## src/rtl/ivb_assembler_if.sv

```systemverilog
// Write-beat and read-word handshake bundle for ivb_assembler.
// The producer/consumer side uses master; the assembler uses slave.
interface ivb_assembler_if #(
    parameter int IN_W  = 128,
    parameter int BEATS = 2,
    parameter int DEPTH = 4
);
    localparam int CW = $clog2(DEPTH + 1);

    logic                    wen;
    logic                    wlast;
    logic [IN_W-1:0]         wdata;
    logic                    wready;
    logic                    rvalid;
    logic [IN_W*BEATS-1:0]   rdata;
    logic                    rlast;
    logic                    rready;
    logic [CW-1:0]           count;

    modport master (output wen, wlast, wdata, rready,
                    input  wready, rvalid, rdata, rlast, count);
    modport slave  (input  wen, wlast, wdata, rready,
                    output wready, rvalid, rdata, rlast, count);
endinterface

```

## src/rtl/ivb_assembler.sv

```systemverilog
// Packs BEATS write beats (first beat in the top slice) into one word and
// queues finished words in a first-word-fall-through FIFO.
module ivb_assembler #(
    parameter int IN_W  = 128,
    parameter int BEATS = 2,
    parameter int DEPTH = 4
) (
    input  logic             clk,
    input  logic             reset,
    ivb_assembler_if.slave   bus
);
    localparam int W  = IN_W * BEATS;
    localparam int BW = (BEATS > 1) ? $clog2(BEATS) : 1;
    localparam int PW = $clog2(DEPTH);
    localparam int CW = $clog2(DEPTH + 1);

    logic [BW-1:0] bcnt_q, bcnt_d;
    logic [W-1:0]  asm_q, asm_d;
    logic [PW-1:0] wr_ptr_q, wr_ptr_d;
    logic [PW-1:0] rd_ptr_q, rd_ptr_d;
    logic [CW-1:0] count_q, count_d;

    logic [W-1:0]     fifo_mem [DEPTH];
    logic [DEPTH-1:0] fifo_last;

    logic         accept;
    logic         push;
    logic         pop;
    logic [W-1:0] word;

    // Unwritten slices are already zero because asm_q clears on every push,
    // so OR-ing in the current beat also performs the partial-word padding.
    always_comb begin
        accept   = bus.wen && bus.wready;
        word     = asm_q | (W'(bus.wdata) << (IN_W * (BEATS - 1 - int'(bcnt_q))));
        push     = accept && ((bcnt_q == BW'(BEATS - 1)) || bus.wlast);
        pop      = bus.rvalid && bus.rready;
        bcnt_d   = bcnt_q;
        asm_d    = asm_q;
        wr_ptr_d = wr_ptr_q;
        rd_ptr_d = rd_ptr_q;
        count_d  = count_q + CW'(push) - CW'(pop);
        if (accept) begin
            if (push) begin
                bcnt_d = '0;
                asm_d  = '0;
            end else begin
                bcnt_d = bcnt_q + BW'(1);
                asm_d  = word;
            end
        end
        if (push) wr_ptr_d = wr_ptr_q + PW'(1);
        if (pop)  rd_ptr_d = rd_ptr_q + PW'(1);
    end

    always_ff @(posedge clk or negedge reset) begin
        if (!reset) begin
            bcnt_q   <= '0;
            asm_q    <= '0;
            wr_ptr_q <= '0;
            rd_ptr_q <= '0;
            count_q  <= '0;
        end else begin
            bcnt_q   <= bcnt_d;
            asm_q    <= asm_d;
            wr_ptr_q <= wr_ptr_d;
            rd_ptr_q <= rd_ptr_d;
            count_q  <= count_d;
        end
    end

    // Storage only; visibility is governed by count_q, so no reset needed.
    always_ff @(posedge clk) begin
        if (push) begin
            fifo_mem[wr_ptr_q]  <= word;
            fifo_last[wr_ptr_q] <= bus.wlast;
        end
    end

    assign bus.wready = (count_q != CW'(DEPTH));
    assign bus.rvalid = (count_q != '0);
    assign bus.count  = count_q;
    assign bus.rdata  = bus.rvalid ? fifo_mem[rd_ptr_q] : '0;
    assign bus.rlast  = bus.rvalid && fifo_last[rd_ptr_q];
endmodule

```

## src/flat_wrapper.sv

```systemverilog
// flat-port wrapper written by rule: the top's interface ports become plain ports
module ivb_assembler_flat 
#(
    parameter int IN_W  = 128,
    parameter int BEATS = 2,
    parameter int DEPTH = 4
)
  (clk, reset, bus_wen, bus_wlast, bus_wdata, bus_rready, bus_wready, bus_rvalid, bus_rdata, bus_rlast, bus_count);
  ivb_assembler_if #(.IN_W(IN_W), .BEATS(BEATS), .DEPTH(DEPTH)) bus_i ();
  input  logic clk;
  input  logic reset;
  input wire logic [$bits(bus_i.wen)-1:0] bus_wen;
  input wire logic [$bits(bus_i.wlast)-1:0] bus_wlast;
  input wire logic [$bits(bus_i.wdata)-1:0] bus_wdata;
  input wire logic [$bits(bus_i.rready)-1:0] bus_rready;
  output wire logic [$bits(bus_i.wready)-1:0] bus_wready;
  output wire logic [$bits(bus_i.rvalid)-1:0] bus_rvalid;
  output wire logic [$bits(bus_i.rdata)-1:0] bus_rdata;
  output wire logic [$bits(bus_i.rlast)-1:0] bus_rlast;
  output wire logic [$bits(bus_i.count)-1:0] bus_count;
  assign bus_i.wen = bus_wen;
  assign bus_i.wlast = bus_wlast;
  assign bus_i.wdata = bus_wdata;
  assign bus_i.rready = bus_rready;
  assign bus_wready = bus_i.wready;
  assign bus_rvalid = bus_i.rvalid;
  assign bus_rdata = bus_i.rdata;
  assign bus_rlast = bus_i.rlast;
  assign bus_count = bus_i.count;
  ivb_assembler #(.IN_W(IN_W), .BEATS(BEATS), .DEPTH(DEPTH)) u_core (.clk(clk), .reset(reset), .bus(bus_i));
endmodule
```

## config.mk

```make
export PLATFORM = sky130hd
export DESIGN_NAME = ivb_assembler_flat
export DESIGN_NICKNAME = d
export VERILOG_FILES = /design/src/rtl/ivb_assembler_if.sv /design/src/rtl/ivb_assembler.sv /design/src/flat_wrapper.sv
export SDC_FILE = /design/constraint.sdc
export NUM_CORES = 1
export LEC_CHECK = 0
export BUFFER_PORTS_ARGS = -buffer_cell sky130_fd_sc_hd__buf_2
export CAP_MARGIN = 20
export CORE_MARGIN = 2
export CORE_UTILIZATION = 55
export DETAILED_ROUTE_END_ITERATION = 10
export HOLD_SLACK_MARGIN = 0.15
export PLACE_DENSITY = 0.85
export SKIP_CTS_REPAIR_TIMING = 1
export SLEW_MARGIN = 40
export SYNTH_ARGS = -nofsm -noshare
export SYNTH_HDL_FRONTEND = slang
export SYNTH_SLANG_ARGS = --single-unit
```

## constraint.sdc

```tcl
create_clock -name clk -period 8.9 [get_ports clk]
set_clock_uncertainty 0.1 [all_clocks]
set_input_delay 2.67 -clock clk [delete_from_list [all_inputs] [get_ports clk]]
set_output_delay 2.67 -clock clk [all_outputs]
set_load 0.05 [all_outputs]
```

==> results.md <==
* CP arrival at 3.33 ns
* DRT antenna net count at 0
* Worst Path Max Fanout at 78
* Largest cells by area after synthesis: edfxtp_1 61%, dfrtp_1 13%, mux4_2 11%
* Die area at 94000 sq um
* Final wirelength at 113000 um
* Final Hold Viols at 0
* Synth area leader: edfxtp_1
* Die height at 307 um
* Row cnt at 110
* DR WL/cell at 25.5 um
* Dpl cells at 4214
* Post-synth EDFFs at 1028
* Cell-internal power at 13.9 mW
* Num CTS Buffers at 120
* Vias after detailed routing at 26700
* Violated checks: design-rule violations
* Vias per inst at 6.00
* Synth Flop Type: edfxtp_1
* TNS Setup at 0 ns
* Post-Layout Cell Count at 4447
* Residual DRC count at 1
* Final min period at 6.10 ns
* Crit path kind: flip-flop to output pin
* Maximum number of pins on one net before global-route repair at 131
* Layout area overhead at 14.5%
* Final Slew Violations at 0
* CTS sink count at 1292
* Register-to-Register Path Depth at 3
* RSZ-0062 raised after global routing: false
* Slowest stage cell, crit path: dfrtp_4
* Mean Syn Cell Area at 18.1 sq um
* First-pass GRT wire length at 170000 um
* Worst path max stage delay at 0.74 ns
* Worst-margin pin slew at 0.859 ns
* Clk Latency, worst-skew pair at 0.69 ns
* Total GRT Usage at 24.1%
* Switch Pwr at 9.44 mW
* Flop pwr share at 36.7%
* Worst Path Required at 6.13 ns
* Synth Warn # at 0
* Starting Density at 55.7%
* CTS H-tree lvls at 3
* Diode count at 0
* Pre-Repair DR Iteration Count at 8
* Port bufs at 394
* Mapped Cells at 2778
* P_leak at 22.3 nW
* Final Net Count at 3304
* Combinational share of power at 41.7%
* Worst-case clock buffer depth at 3
* Post-Synthesis Cell Area at 50400 sq um
* Syn_nets at 2918
* Synth top area share at 61.3%
* Crit path cell chain: buf_16 > buf_12 > mux4_2 > and2_1 > buf_2
* CTS tree: done
* Startpoint Class: flip-flop
* Core box area at 90400 sq um
* Hold depth at 1
* Final period util at 68.5%
* Ys async rst share at 20.4%
* Max VDD drop at 0.336 mV
* Initial antenna violation count at 4
* Vias in the first global route at 27700
* Final setup vio count at 0
* Die width at 307 um
* Outcome: finished, violations left
* Overflow after GRT at 0
* Clock power frac at 21.6%
* Root Buffer: clkbuf_16
* Min-Delay Path Class: flip-flop to flip-flop
* Unique masters post-synth at 25
* Max_cap viols at 0
* Switching share of power at 40.5%
* Detailed placement HPWL at 63300 um
* Share of layout cells above drive strength 1 at 28.7%
* Pwr Density at 404 nW/um^2
* Sequential share of the synthesized area at 74.4%
* Max-slew headroom at 42.8%
* Worst Setup End Kind: output pin
* Count of boundary I/O pins at 395
* Clk slew on worst S/H paths at 0.06 ns
* Achievable Freq at 0.164 GHz
* Initial DRC Count at 2862
* Final Wtd Congestion at 0.762
* Yosys reg bits at 1292
## metal layers
metal	vias up	share of wire [%]	global-route usage, %
li1	11300	-	-
met1	13900	40	33.7
met2	1253	50	39.7
met3	176	7.7	4.54
met4	6	2.2	6.34
met5	-	0.035	0
## synthesized netlist by cell type, drive strengths merged, types with 6 or more instances
cell type,instances
a21oi,257
ha,6
a21o,128
edfxtp,1028
clkbuf,113
dfrtp,264
and2,262
nor2b,128
nor3,128
buf,60
inv,135
mux4,257
## power groups by stage
stage	clock, mW	sequential (mW)	combinational (mW)
global placement	0	8.60	9.49
global route	5.33	8.65	10.2
floorplan	0	8.59	7.25
detailed placement	0	8.69	9.68
finish	5.02	8.56	9.72
CTS	5.10	8.58	9.74
## state kept, by name, indices dropped and copies added, names as in the netlist
| register | flops |
|---|---|
| u_core.fifo_mem | 1024 |
| u_core.bus.count | 3 |
| u_core.bcnt_q | 1 |
| u_core.asm_q | 256 |
| u_core.fifo_last | 4 |
| u_core.wr_ptr_q | 2 |
| u_core.rd_ptr_q | 2 |
## worst max-delay path: cells and delay by family, from the launching register on
family	cells	cell delay, ns
buf+inv	3	0.97
flops	1	0.74
mux	1	0.59
simple gates	1	0.21
## layout make-up
class,instances,area (sq um)
flip-flops and latches,1292,37500
clock buffers,174,3350
well taps,1176,1470
multi-input cells,1178,11600
clock inverters,55,544
fillers,5937,32800
inverters,135,512
repair buffers,437,2660
## worst paths after layout
check	start	endpoint	slack (ns)
max in group asynchronous	reset	u_core.asm_q[213]	5.50
setup / recovery	u_core.rd_ptr_q[0]	bus_rdata[66]	2.80
hold / removal	u_core.asm_q[90]	u_core.asm_q[90]	0.40
min in group asynchronous	reset	u_core.asm_q[24]	1.89
hold reg to reg	u_core.asm_q[90]	u_core.asm_q[90]	0.40
setup reg to reg	u_core.bcnt_q	u_core.fifo_mem[0][197]	5.28
## per-stage QoR
| stage | util, % | area [sq um] | hold slack (ns) | power, mW | worst slack [ns] |
|---|---|---|---|---|---|
| 2_1_floorplan | - | 50400 | 0.366 | 15.8 | 2.02 |
| 3_3_place_gp | 59.2 | 53500 | 0.383 | 18.1 | 2.71 |
| 3_5_place_dp | 59.3 | 53600 | 0.387 | 18.4 | 2.91 |
| 4_1_cts | 63.6 | 57500 | 0.407 | 23.4 | 2.57 |
| 5_1_grt | 63.8 | 57700 | 0.419 | 24.2 | 2.55 |
| 6_report | 63.8 | 57700 | 0.402 | 23.3 | 2.80 |
## cell usage in the layout, fill, tap and decap left out, types with 3 or more instances in the layout
master / synthesis / routed
buf_16: 0 / 4
dfrtp_1: 264 / 261
buf_2: 43 / 392
inv_1: 135 / 134
bufinv_16: 0 / 8
ha_1: 6 / 6
buf_4: 1 / 14
and2_1: 262 / 258
nor3_1: 68 / 68
nor2b_1: 128 / 128
a21oi_1: 257 / 257
xnor2_1: 4 / 4
a21o_1: 128 / 128
mux4_2: 257 / 257
clkinvlp_4: 0 / 4
clkbuf_8: 0 / 12
clkbuf_1: 113 / 41
clkinv_4: 0 / 5
clkinv_1: 0 / 15
clkbuf_16: 0 / 121
nor3_2: 60 / 60
dfrtp_4: 0 / 3
buf_6: 8 / 6
clkinv_2: 0 / 18
buf_12: 0 / 20
and2_4: 0 / 4
edfxtp_1: 1028 / 1028
inv_6: 0 / 3
## cells by family (layout without fill, tap and decap cells)
family,after synthesis,count (layout),synth area share [%]
buf+inv,308,801,2.53
fa+ha+maj,7,7,0.189
xor+xnor,5,5,0.0870
compound gates,386,386,4.48
simple gates,522,522,6.76
flops,1292,1292,74.4
mux,258,258,11.5
Power figures use the tool's default switching activity.
